`src/rtl/module_display_mux.sv`:
```
// Four-digit time-multiplexed seven-segment driver for the Hamming decoder.
// Shows data, syndrome, error flag and a saturating error count, with a blank interval at the start of each digit slot.
module module_display_mux #(
  parameter int unsigned REFRESH_DIV    = 27000,
  parameter int unsigned BLANK_CYCLES   = 16,
  parameter bit          SEG_ACTIVE_LOW = 1'b1,
  parameter bit          AN_ACTIVE_LOW  = 1'b1
) (
  input  logic       clk_i,
  input  logic       rst_n_i,
  input  logic [3:0] dato_i,
  input  logic [2:0] sindrome_i,
  input  logic       error_i,
  input  logic       cargar_i,
  input  logic       clr_cnt_i,
  output logic [3:0] anodo_o,
  output logic [6:0] siete_seg_o
);

  localparam int unsigned     DIV_W     = (REFRESH_DIV > 2) ? $clog2(REFRESH_DIV) : 1;
  localparam logic [DIV_W-1:0] DIV_LAST  = DIV_W'(REFRESH_DIV - 1);
  localparam logic [DIV_W-1:0] BLANK_END = DIV_W'(BLANK_CYCLES);
  localparam logic [3:0]      AN_OFF    = {4{AN_ACTIVE_LOW}};
  localparam logic [6:0]      SEG_OFF   = {7{SEG_ACTIVE_LOW}};
  localparam logic [6:0]      GLYPH_E   = 7'h79;
  localparam logic [6:0]      GLYPH_DASH = 7'h40;

  typedef enum logic [1:0] {DIG0, DIG1, DIG2, DIG3} digit_e;

  digit_e           digit_sel;
  digit_e           digit_nxt;
  logic [DIV_W-1:0] div_cnt;
  logic             div_wrap;
  logic [3:0]       dato_r;
  logic [2:0]       sind_r;
  logic             err_r;
  logic [3:0]       err_cnt;
  logic [3:0]       an_raw;
  logic [6:0]       seg_raw;

  function automatic logic [6:0] hex_glyph(input logic [3:0] v);
    logic [6:0] g;
    case (v)
      4'h0: g = 7'h3F;
      4'h1: g = 7'h06;
      4'h2: g = 7'h5B;
      4'h3: g = 7'h4F;
      4'h4: g = 7'h66;
      4'h5: g = 7'h6D;
      4'h6: g = 7'h7D;
      4'h7: g = 7'h07;
      4'h8: g = 7'h7F;
      4'h9: g = 7'h6F;
      4'hA: g = 7'h77;
      4'hB: g = 7'h7C;
      4'hC: g = 7'h39;
      4'hD: g = 7'h5E;
      4'hE: g = 7'h79;
      default: g = 7'h71;
    endcase
    return g;
  endfunction

  assign div_wrap = (div_cnt == DIV_LAST);

  always_ff @(posedge clk_i or negedge rst_n_i) begin
    if (!rst_n_i) begin
      div_cnt   <= '0;
      digit_sel <= DIG0;
    end else begin
      div_cnt   <= div_wrap ? '0 : div_cnt + DIV_W'(1);
      digit_sel <= digit_nxt;
    end
  end

  always_comb begin
    digit_nxt = digit_sel;
    if (div_wrap) begin
      case (digit_sel)
        DIG0:    digit_nxt = DIG1;
        DIG1:    digit_nxt = DIG2;
        DIG2:    digit_nxt = DIG3;
        default: digit_nxt = DIG0;
      endcase
    end
  end

  always_ff @(posedge clk_i or negedge rst_n_i) begin
    if (!rst_n_i) begin
      dato_r <= '0;
      sind_r <= '0;
      err_r  <= 1'b0;
    end else if (cargar_i) begin
      dato_r <= dato_i;
      sind_r <= sindrome_i;
      err_r  <= error_i;
    end
  end

  // Clear takes priority over a coincident increment; the count sticks at 15.
  always_ff @(posedge clk_i or negedge rst_n_i) begin
    if (!rst_n_i) begin
      err_cnt <= '0;
    end else if (clr_cnt_i) begin
      err_cnt <= '0;
    end else if (cargar_i && error_i && (err_cnt != 4'hF)) begin
      err_cnt <= err_cnt + 4'd1;
    end
  end

  always_comb begin
    an_raw  = '0;
    seg_raw = '0;
    if (div_cnt >= BLANK_END) begin
      an_raw = 4'b0001 << digit_sel;
      case (digit_sel)
        DIG0:    seg_raw = hex_glyph(dato_r);
        DIG1:    seg_raw = hex_glyph({1'b0, sind_r});
        DIG2:    seg_raw = err_r ? GLYPH_E : GLYPH_DASH;
        default: seg_raw = hex_glyph(err_cnt);
      endcase
    end
  end

  // Polarity is folded in by XOR with the off pattern so reset and blank share one encoding.
  always_ff @(posedge clk_i or negedge rst_n_i) begin
    if (!rst_n_i) begin
      anodo_o     <= AN_OFF;
      siete_seg_o <= SEG_OFF;
    end else begin
      anodo_o     <= an_raw ^ AN_OFF;
      siete_seg_o <= seg_raw ^ SEG_OFF;
    end
  end

endmodule

```
`config.mk`:
```
export PLATFORM = sky130hd
export DESIGN_NAME = module_display_mux
export DESIGN_NICKNAME = d
export VERILOG_FILES = /design/src/rtl/module_display_mux.sv
export SDC_FILE = /design/constraint.sdc
export NUM_CORES = 1
export LEC_CHECK = 0
export ABC_CLOCK_PERIOD_IN_PS = 1600
export CAP_MARGIN = 10
export CORE_MARGIN = 2
export CORE_UTILIZATION = 44
export CTS_BUF_LIST = sky130_fd_sc_hd__clkbuf_8
export DETAILED_ROUTE_END_ITERATION = 8
export HOLD_SLACK_MARGIN = 0.06
export PLACE_DENSITY = 0.66
export SLEW_MARGIN = 20
export SYNTH_ARGS = -nofsm -noshare
export SYNTH_HDL_FRONTEND = slang
export SYNTH_SLANG_ARGS = --single-unit
```
`constraint.sdc`:
```
create_clock -name clk_i -period 1.6 [get_ports clk_i]
set_input_delay 0.16 -clock clk_i [delete_from_list [all_inputs] [get_ports clk_i]]
set_output_delay 0.16 -clock clk_i [all_outputs]
set_load 0.02 [all_outputs]
```
Word-level counts from Yosys, hierarchy flattened. Memory sizes are Yosys's and may differ from the RTL's. Cells that the tools add are included.

Register bits: 40. Bits in read-only memories: 280. Input port bits: 12. Output and inout port bits: 11. Word-level logic and storage cells: 33. Memories kept: 3.

Memories: (no name shown) (words 16, bits a word 7, rd ports 1, clocked after memory_dff 0, wr ports 0, RTL line 43) `case (v)`; (no name shown) (words 16, bits a word 7, rd ports 1, clocked after memory_dff 0, wr ports 0, RTL line 43); (no name shown) (words 8, bits a word 7, rd ports 1, clocked after memory_dff 0, wr ports 0, RTL line 43).

Add/subtract/negate cells: 2. Magnitude comparators: 1. Equality and inequality tests: 4. Shifts and indexed selects: 1. Muxes and demuxes: 8. Bitwise gates (word level): 2. Reductions and logical operators: 4.

Operator list (count): case mux 7 bit (3 select lines) (1); adder 15 x 1 -> 15 bit (second input constant) (1); == test 15 bit (second input constant) (1); >= comparator 15 x 5 -> 1 bit (second input constant) (1); two-way mux 15 bit (1); two-way mux 4 bit (3); two-way mux 7 bit (1); inverter 7 bit (1); two-way mux 6 bit (1); case mux 2 bit (3 select lines) (1); adder 4 x 1 -> 4 bit (second input constant) (1); != test 4 bit (second input constant) (1); inverter 4 bit (1); left shift 1 x 2 -> 4 bit (first input constant) (1); == test 2 x 1 -> 1 bit (second input constant) (1); == test 2 bit (second input constant) (1); logical AND 1 bit (2); logical NOT 2 bit (1); nonzero test 2 bit (1).

Logic depth before layout (Yosys ltp). Gate-level depths: netlist (run 1).

Depth in word-level cells: 4. Mapped depth: 6. Gate-level depth less buffers: 6.

Worst setup path before layout (run 1). No wires, ideal clock.

Path type: reg2reg. Start point: register dato_r[0]. End point: register siete_seg_o[3]. Setup time: 0.097 ns. Data arrival time: 1.484 ns. Data required time: 1.503 ns. Path slack: 0.019 ns. Cell stages (with the launch flop): 7. Buffers on the path: 0. Clock period less this slack: 1.581 ns. Cell sequence: dfrtp_1 -> inv_1 -> ha_1 -> inv_1 -> mux4_2 -> o221ai_1 -> nand3_1.

Longest elaborated chain between the ends: 4.

RTL lines: start, declared (RTL line 34) `logic [3:0] dato_r;`; start signal, assigned (RTL line 94) `dato_r <= dato_i;`; memory read (16 x 7 bit); case mux 7 bit (3 select lines) (RTL line 116) `case (digit_sel)`; two-way mux 7 bit (RTL line 114) `if (div_cnt >= BLANK_END) begin`; inverter 7 bit (no source line); end signal, assigned (RTL line 132) `siete_seg_o <= seg_raw ^ SEG_OFF;`; end, declared (RTL line 17) `output logic [6:0] siete_seg_o`.

No other way between the ends. A chain may end at the register's enable or synchronous reset.

Worst setup path in the final report (run 1). Same ends and word-level chain as after synthesis.

==> results of run 1 <==
critical path, stage by stage, from the launching register on:
cell and delay, ns:
sky130_fd_sc_hd__dfrtp_1 0.42, sky130_fd_sc_hd__inv_2 0.10, sky130_fd_sc_hd__ha_4 0.27, sky130_fd_sc_hd__inv_2 0.03, sky130_fd_sc_hd__mux4_2 0.45, sky130_fd_sc_hd__o221ai_2 0.17
sky130_fd_sc_hd__nand3_1 0.09
through the flow:
stage	total power (uW)	instance area (um^2)	util [%]	setup TNS (ns)
6_report	2350	3090	57.2	-0.0107
5_1_grt	2480	3090	57.2	-0.301
4_1_cts	2370	3010	55.7	-0.0178
3_5_place_dp	1510	2880	53.2	-0.100
3_3_place_gp	1510	2880	53.2	-0.0415
2_1_floorplan	1340	2420	-	0
flip-flops by register name, summed over array words and instances, names as in the netlist:
| name | flops |
|---|---|
| anodo_o | 4 |
| dato_r | 4 |
| digit_sel | 2 |
| div_cnt | 15 |
| err_cnt | 4 |
| err_r | 1 |
| siete_seg_o | 7 |
| sind_r | 3 |
synthesized netlist by cell type (all sizes together), types with 7 or more instances:
cell type   n  area share, %
nor2       18            2.8
ha         24             12
o211ai      7            2.2
dfstp      11             12
a21oi       7            1.4
nor3        8            1.9
xnor2      11            4.0
inv        21            3.3
nand2      23            3.6
nand3      14            3.1
dfrtp      29             30
o21ai      14            2.9
layer usage:
metal  up-vias  GRT usage, %  wire length [um]
met1       893          21.9              2080
met4         0          4.21                44
li1        955             -                 -
met5         -             0                 0
met2        30          30.2              2520
met3         4          3.79               172
what timing repair did:
item | CTS | global route
hold buffers | 1 | 0
buffers inserted | 0 | 2
pin swaps | 0 | 2
endpoints found under the hold margin | 29 | 0
gates cloned | 0 | 0
gates resized for setup | 3 | 22
setup endpoints to repair | 3 | 25
area by class of cell:
type | instances | share of cell area [%]
Clock buffer | 5 | 2.23
Multi-Input combinational cell | 178 | 42.9
Timing Repair Buffer | 52 | 15.0
Inverter | 21 | 2.55
Sequential cell | 40 | 32.9
Clock inverter | 3 | 1.50
Tap cell | 72 | 2.91
worst max path at each step:
stage / cells past startpoint / startpoint / to / slack (ns)
after floorplan: 6 / dato_r[0] / siete_seg_o[3] / 0.02
after global routing: 5 / div_cnt[7] / div_cnt[1] / -0.08
after detailed placement: 6 / dato_r[0] / siete_seg_o[3] / -0.06
after CTS: 6 / dato_r[0] / siete_seg_o[3] / -0.02
final: 6 / dato_r[0] / siete_seg_o[3] / -0.01
after global placement: 7 / dato_r[1] / siete_seg_o[5] / -0.03
logic make-up after synthesis:
kind of cell | after synthesis | synth area share (%)
compound gates | 43 | 11.5
buf+inv | 31 | 5.37
simple gates | 84 | 17.8
xor+xnor | 16 | 5.79
fa+ha+maj | 24 | 12.4
flops | 40 | 41.9
mux | 11 | 5.27
where the power goes:
| group | leakage (uW) | total [uW] | internal [uW] | switching, uW |
|---|---|---|---|---|
| logic | 0.000912 | 389 | 195 | 193 |
| registers | 0.000487 | 1120 | 1080 | 41.5 |
| clock network | 0.0000548 | 846 | 470 | 376 |
| total | 0.00145 | 2350 | 1740 | 611 |
==> summary.md, run 1 <==
| Metric | Value |
|---|---|
| Result of the run | finished with violations |
| Violated checks | setup timing |
| Clock transition at the registers of the reported paths | approximately 0.08 ns |
| Initial standard-cell utilization of the core | between 40 and 50% |
| Tightest slew margin relative to the limit | roughly 67% |
| Critical path type | flip-flop to flip-flop |
| Reg-to-reg critical path startpoint | dato_r[0] |
| Unrepaired setup endpoints after global routing | yes |
| Global-route usage over all layers | 17.3% |
| Number of global-route vias before repair | ~1900 |
| Maximum number of pins on one net before global-route repair | 41 |
| Number of nets with antenna violations after routing | 0 |
| Tightest Pin Transition | roughly 0.49 ns |
| Count of warnings emitted by yosys | 0 |
| Fraction of layout instances using a drive strength above 1 | approximately a quarter |
| Setup ws final | -0.0107 ns |
| Sequential cell area fraction in the yosys report | around two fifths |
| Drc violations | 0 |
| Die width | ~80 um |
| Inserted Clock Buffers | 5 |
| Height of the die | ~78 um |
| Nets | ~330 |
| TritonRoute pass-1 iters | 4 |
| Worst R2R Setup Slack | -0.01 ns |
| Overall via count from detail_route | 1882 |
| CP Max Fanout | 5 |
| Clock Latency Late Sink | between 0.2 and 0.3 ns |
| Most common library cell in the layout ignoring fill and taps | sky130_fd_sc_hd__buf_4 |
| Worst Setup End Kind | flip-flop |
| Class of the most critical hold timing path | input port to flip-flop |
| Non-filler cells, final | around 370 |
| End of the worst register-to-register path | siete_seg_o[3] |
| Async SR Flop Fraction | 100% |
| Largest vdd supply drop | between 0.6 and 0.7 mV |
| Fraction of the cycle the final worst path needs | 101% |
| Required time of the worst setup path | between 1.5 and 2 ns |
| Placement row count | 27 |
| Die area | 6110 um^2 |
| Multi-input combinational cell area | 1330 um^2 |
| FILL cells | 490 |
| Count of cells along the worst register-to-register path | 6 |
| TritonCTS clock tree | yes |
| CTS H-tree lvls | 2 |
| Global-route wire length before repair | 8.49 mm |
| Boundary pin count | 23 |
| Total setup violations reported at the end of the flow | 1 |
| Number of DRC markers after the initial detailed-route iteration | between 90 and 100 |
| Number of vias per cell after detailed routing | around 5.1 |
| Average size of a mapped cell | around 9.7 um^2 |
| Worst EP arrival | 1.83 ns |
| Hold worst-path end | dato_r[1] |
| Number of antenna cells inserted | 0 |
| Largest buffer count on any clock path | 2 |
| Number of sinks handled by clock tree synthesis | 40 |
| Number of synthesized register bits | 40 |
| Worst hold slack after final layout | 0.423 ns |
| Leakage component of the power | between 0.001 and 0.0015 uW |
| Number of synthesized flops with an enable pin | 0 |
| Total instance count after detailed placement | 360 |
| Combined flip-flop and latch cell area | between 1000 and 1500 um^2 |
| Timing-limited maximum frequency | 0.621 GHz |
| Initial antenna violation count | 0 |
| Clock root buffer | sky130_fd_sc_hd__clkbuf_8 |
| Start point of the worst min-delay path | dato_i[1] |
| Count of buffers from port buffering | 22 |
| Maximum clock skew at final layout | 0.00294 ns |
| Crit path launch type | flip-flop |
| Area growth from synthesis to layout | 27.7% |
| Number of distinct standard cells referenced by the synthesized netlist | 42 |
| Routability cong. | around 0.9 |
| Placed wire-length estimate after detailed placement | ~3.5 mm |
| Cell area after synthesis | 2420 um^2 |
| Wire length reported by the detailed router | about 4.8 mm |
| Core Area | between 5000 and 6000 um^2 |
| Most frequent cells in the layout | sky130_fd_sc_hd__buf_4, sky130_fd_sc_hd__dfrtp_1, sky130_fd_sc_hd__nand2_1 |
| Cell depth of the worst min-delay path | 3 |
| Time the final worst path needs with I/O delays and setup | 1.61 ns |
| Count of maximum capacitance violations | 0 |
| Pre-CTS setup slack | -0.0632 ns |
| Total grt overflow | 0 |
| DR WL/cell | between 10 and 15 um |
| Mapped Nets | about 290 |
| Post-Synthesis Cells | about 250 |
| Pwr dens | approximately 760 nW/um^2 |
| Number of max-slew violations in the final report | 0 |
| Fin. Hold Viols | 0 |
| Commonest register cell after synthesis | sky130_fd_sc_hd__dfrtp_1 |
Note: power is estimated with default switching activity, not from simulation.
==> run 2, diff against run 1 <==
- CORE_UTILIZATION: 44 -> 54
- PLACE_DENSITY: 0.66 -> 0.79
- TNS_END_PERCENT: default -> 20
==> run 2 against run 1 <==
Against the previous run:
- the flow still finishes with violations (setup timing)
- cell count is 5.4% lower
- via count is 3.9% higher
- clock skew increased by 0.0025 ns
- die area down 18%
- largest cell class unchanged
- worst hold slack worse by 0.16 ns
- sequential share of layout area up 0.51 points
- worst setup slack worse by 0.044 ns
- global-route usage up 5.8 points
==> summary.md, run 2 (same netlist as run 1, synthesis figures left out) <==
| Metric | Value |
|---|---|
| Number of DRC markers after the initial detailed-route iteration | 138 |
| Regs by FF count | div_cnt x15, siete_seg_o x7 |
| Clock root buffer | sky130_fd_sc_hd__clkbuf_8 |
| Count of cells along the worst register-to-register path | 5 |
| Top reg by flops | div_cnt |
| Buffers and inverters on the worst path | 1 |
| Internal power consumption | roughly 1700 uW |
| Final std cell area, no fill | 3040 um^2 |
| Most frequent cells in the layout | sky130_fd_sc_hd__dfrtp_1, sky130_fd_sc_hd__buf_4, sky130_fd_sc_hd__nand2_1 |
| Area growth from synthesis to layout | 25.6% |
| Tightest slew margin relative to the limit | between 70% and 80% |
| CP Max Fanout | 3 |
| TritonCTS clock tree | yes |
| Number of global-route vias before repair | ~1900 |
| Sequential cell fraction of total power | a little under half |
| Global-route usage over all layers | 23.1% |
| Setup total negative slack | -0.137 ns |
| Clock Latency Late Sink | around 0.30 ns |
| Crit path launch type | flip-flop |
| Initial standard-cell utilization of the core | between 50% and 60% |
| Worst hold slack after final layout | 0.267 ns |
| Switching power | around 620 uW |
| Worst path max stage delay | around 0.42 ns |
| Worst EP arrival | roughly 1.9 ns |
| Wire length reported by the detailed router | between 5 and 6 mm |
| Routability cong. | slightly below 0.9 |
| Unrepaired setup endpoints after global routing | yes |
| Total setup violations reported at the end of the flow | 4 |
| Timing-limited maximum frequency | approximately 0.6 GHz |
| Category of cells accounting for the largest share of critical-path delay | simple AND/OR/NAND/NOR gates |
| Number of sinks handled by clock tree synthesis | 40 |
| Placement row count | 24 |
| Critical path type | flip-flop to flip-flop |
| Clock network fraction of total power | 36.0% |
| Placed wire-length estimate after detailed placement | between 4 and 5 mm |
| Fraction of layout instances using a drive strength above 1 | between 20% and 30% |
| Height of the die | 71.0 um |
| Die area | between 5000 and 6000 um^2 |
| Largest vdd supply drop | about 0.63 mV |
| Max reg flops | 15 |
| Number of max-slew violations in the final report | 0 |
| Global-route wire length before repair | a little over 9 mm |
| Boundary pin count | 23 |
| Fin. Hold Viols | 0 |
| Drc violations | 0 |
| Worst Setup End Kind | flip-flop |
| Number of antenna cells inserted | 0 |
| CTS H-tree lvls | 2 |
| CP Depth | 5 |
| Overall via count from detail_route | slightly below 2000 |
| Setup ws final | -0.0544 ns |
| Finished Core Util | between 70 and 80% |
| Violated checks | setup timing |
| DR WL/cell | approximately 15 um |
| Result of the run | finished with violations |
| Inserted Clock Buffers | 5 |
| Number of nets with antenna violations after routing | 0 |
| Time the final worst path needs with I/O delays and setup | 1.65 ns |
| Placed cell areas | ~2800 um^2 |
| Die width | 71.0 um |
| Maximum number of pins on one net before global-route repair | 16 |
| Core Area | ~4300 um^2 |
| Maximum clock skew at final layout | 0.00545 ns |
| Fraction of the cycle the final worst path needs | 103% |
| Worst path cell trace | nor4_4, nand4_1, nor3_4, buf_6, and2b_2 |
| Total grt overflow | 0 |
| Total instance count after detailed placement | between 300 and 400 |
| Pwr dens | a little under 800 nW/um^2 |
| Comb pwr share | 16.3% |
| Count of buffers from port buffering | 22 |
| Count of maximum capacitance violations | 0 |
| Number of vias per cell after detailed routing | 5.57 |
| Required time of the worst setup path | ~1.8 ns |
| Leakage component of the power | ~0.0015 uW |
| Tightest Pin Transition | 0.415 ns |
| TritonRoute pass-1 iters | 5 |
| Clock transition at the registers of the reported paths | approximately 0.080 ns |
| Largest buffer count on any clock path | 2 |
| Worst path slowest cell | sky130_fd_sc_hd__dfrtp_1 |
| Switching power as a share of total power | a little over a quarter |
| Initial antenna violation count | 0 |
| Non-filler cells, final | around 350 |
| Nets | ~330 |
| Class of the most critical hold timing path | input port to async pin |
-- run 2: layout make-up --
| cell class | instances | area, um^2 |
|---|---|---|
| fill | 323 | 1280 |
| tap | 52 | 65.1 |
| multi-input combinational | 178 | 1310 |
| sequential | 40 | 1020 |
| timing repair buffer | 52 | 464 |
| clock inverter | 3 | 42.5 |
| inverter | 21 | 78.8 |
| clock buffer | 5 | 68.8 |
-- run 2: stage by stage --
step | power, uW | setup slack, ns
floorplan | 1340 | 0.0194
global placement | 1520 | -0.000681
detailed placement | 1520 | -0.0855
CTS | 2360 | -0.0690
global route | 2440 | -0.157
finish | 2350 | -0.0544
-- run 2: worst paths after layout --
| path | startpoint | endpoint | slack (ns) |
|---|---|---|---|
| worst min-delay path | rst_n_i | div_cnt[0] | 0.27 |
| worst min register to register | div_cnt[0] | div_cnt[0] | 0.51 |
| worst max register to register | div_cnt[7] | div_cnt[1] | -0.05 |
| min in group clk_i | dato_i[2] | dato_r[2] | 0.43 |
| worst max-delay path | div_cnt[7] | div_cnt[1] | -0.05 |
| max in group asynchronous | rst_n_i | siete_seg_o[0] | 0.78 |
-- run 2: routing by layer --
| layer | part of all wire, % | track usage [%] | vias to the layer above |
|---|---|---|---|
| met5 | 0 | 0 | - |
| met4 | 1.5 | 7.55 | 0 |
| met3 | 5.4 | 5.27 | 8 |
| met2 | 49 | 39.8 | 62 |
| met1 | 44 | 28.9 | 929 |
| li1 | - | - | 957 |
-- run 2: timing repair --
action / in CTS / in global routing
endpoints found under the setup margin: 7 / 27
gates cloned: 0 / 0
endpoints found under the hold margin: 13 / 0
hold buffers: 1 / 0
buffers inserted: 4 / 1
pin swaps: 3 / 3
resized for setup: 8 / 14
-- run 2: power by group through the flow --
stage / sequential [uW] / combinational, uW / clock (uW)
after CTS: 1120 / 387 / 853
after global placement: 1140 / 379 / 0
after global routing: 1130 / 421 / 890
after floorplan: 1160 / 181 / 0
after detailed placement: 1140 / 385 / 0
final: 1120 / 382 / 844
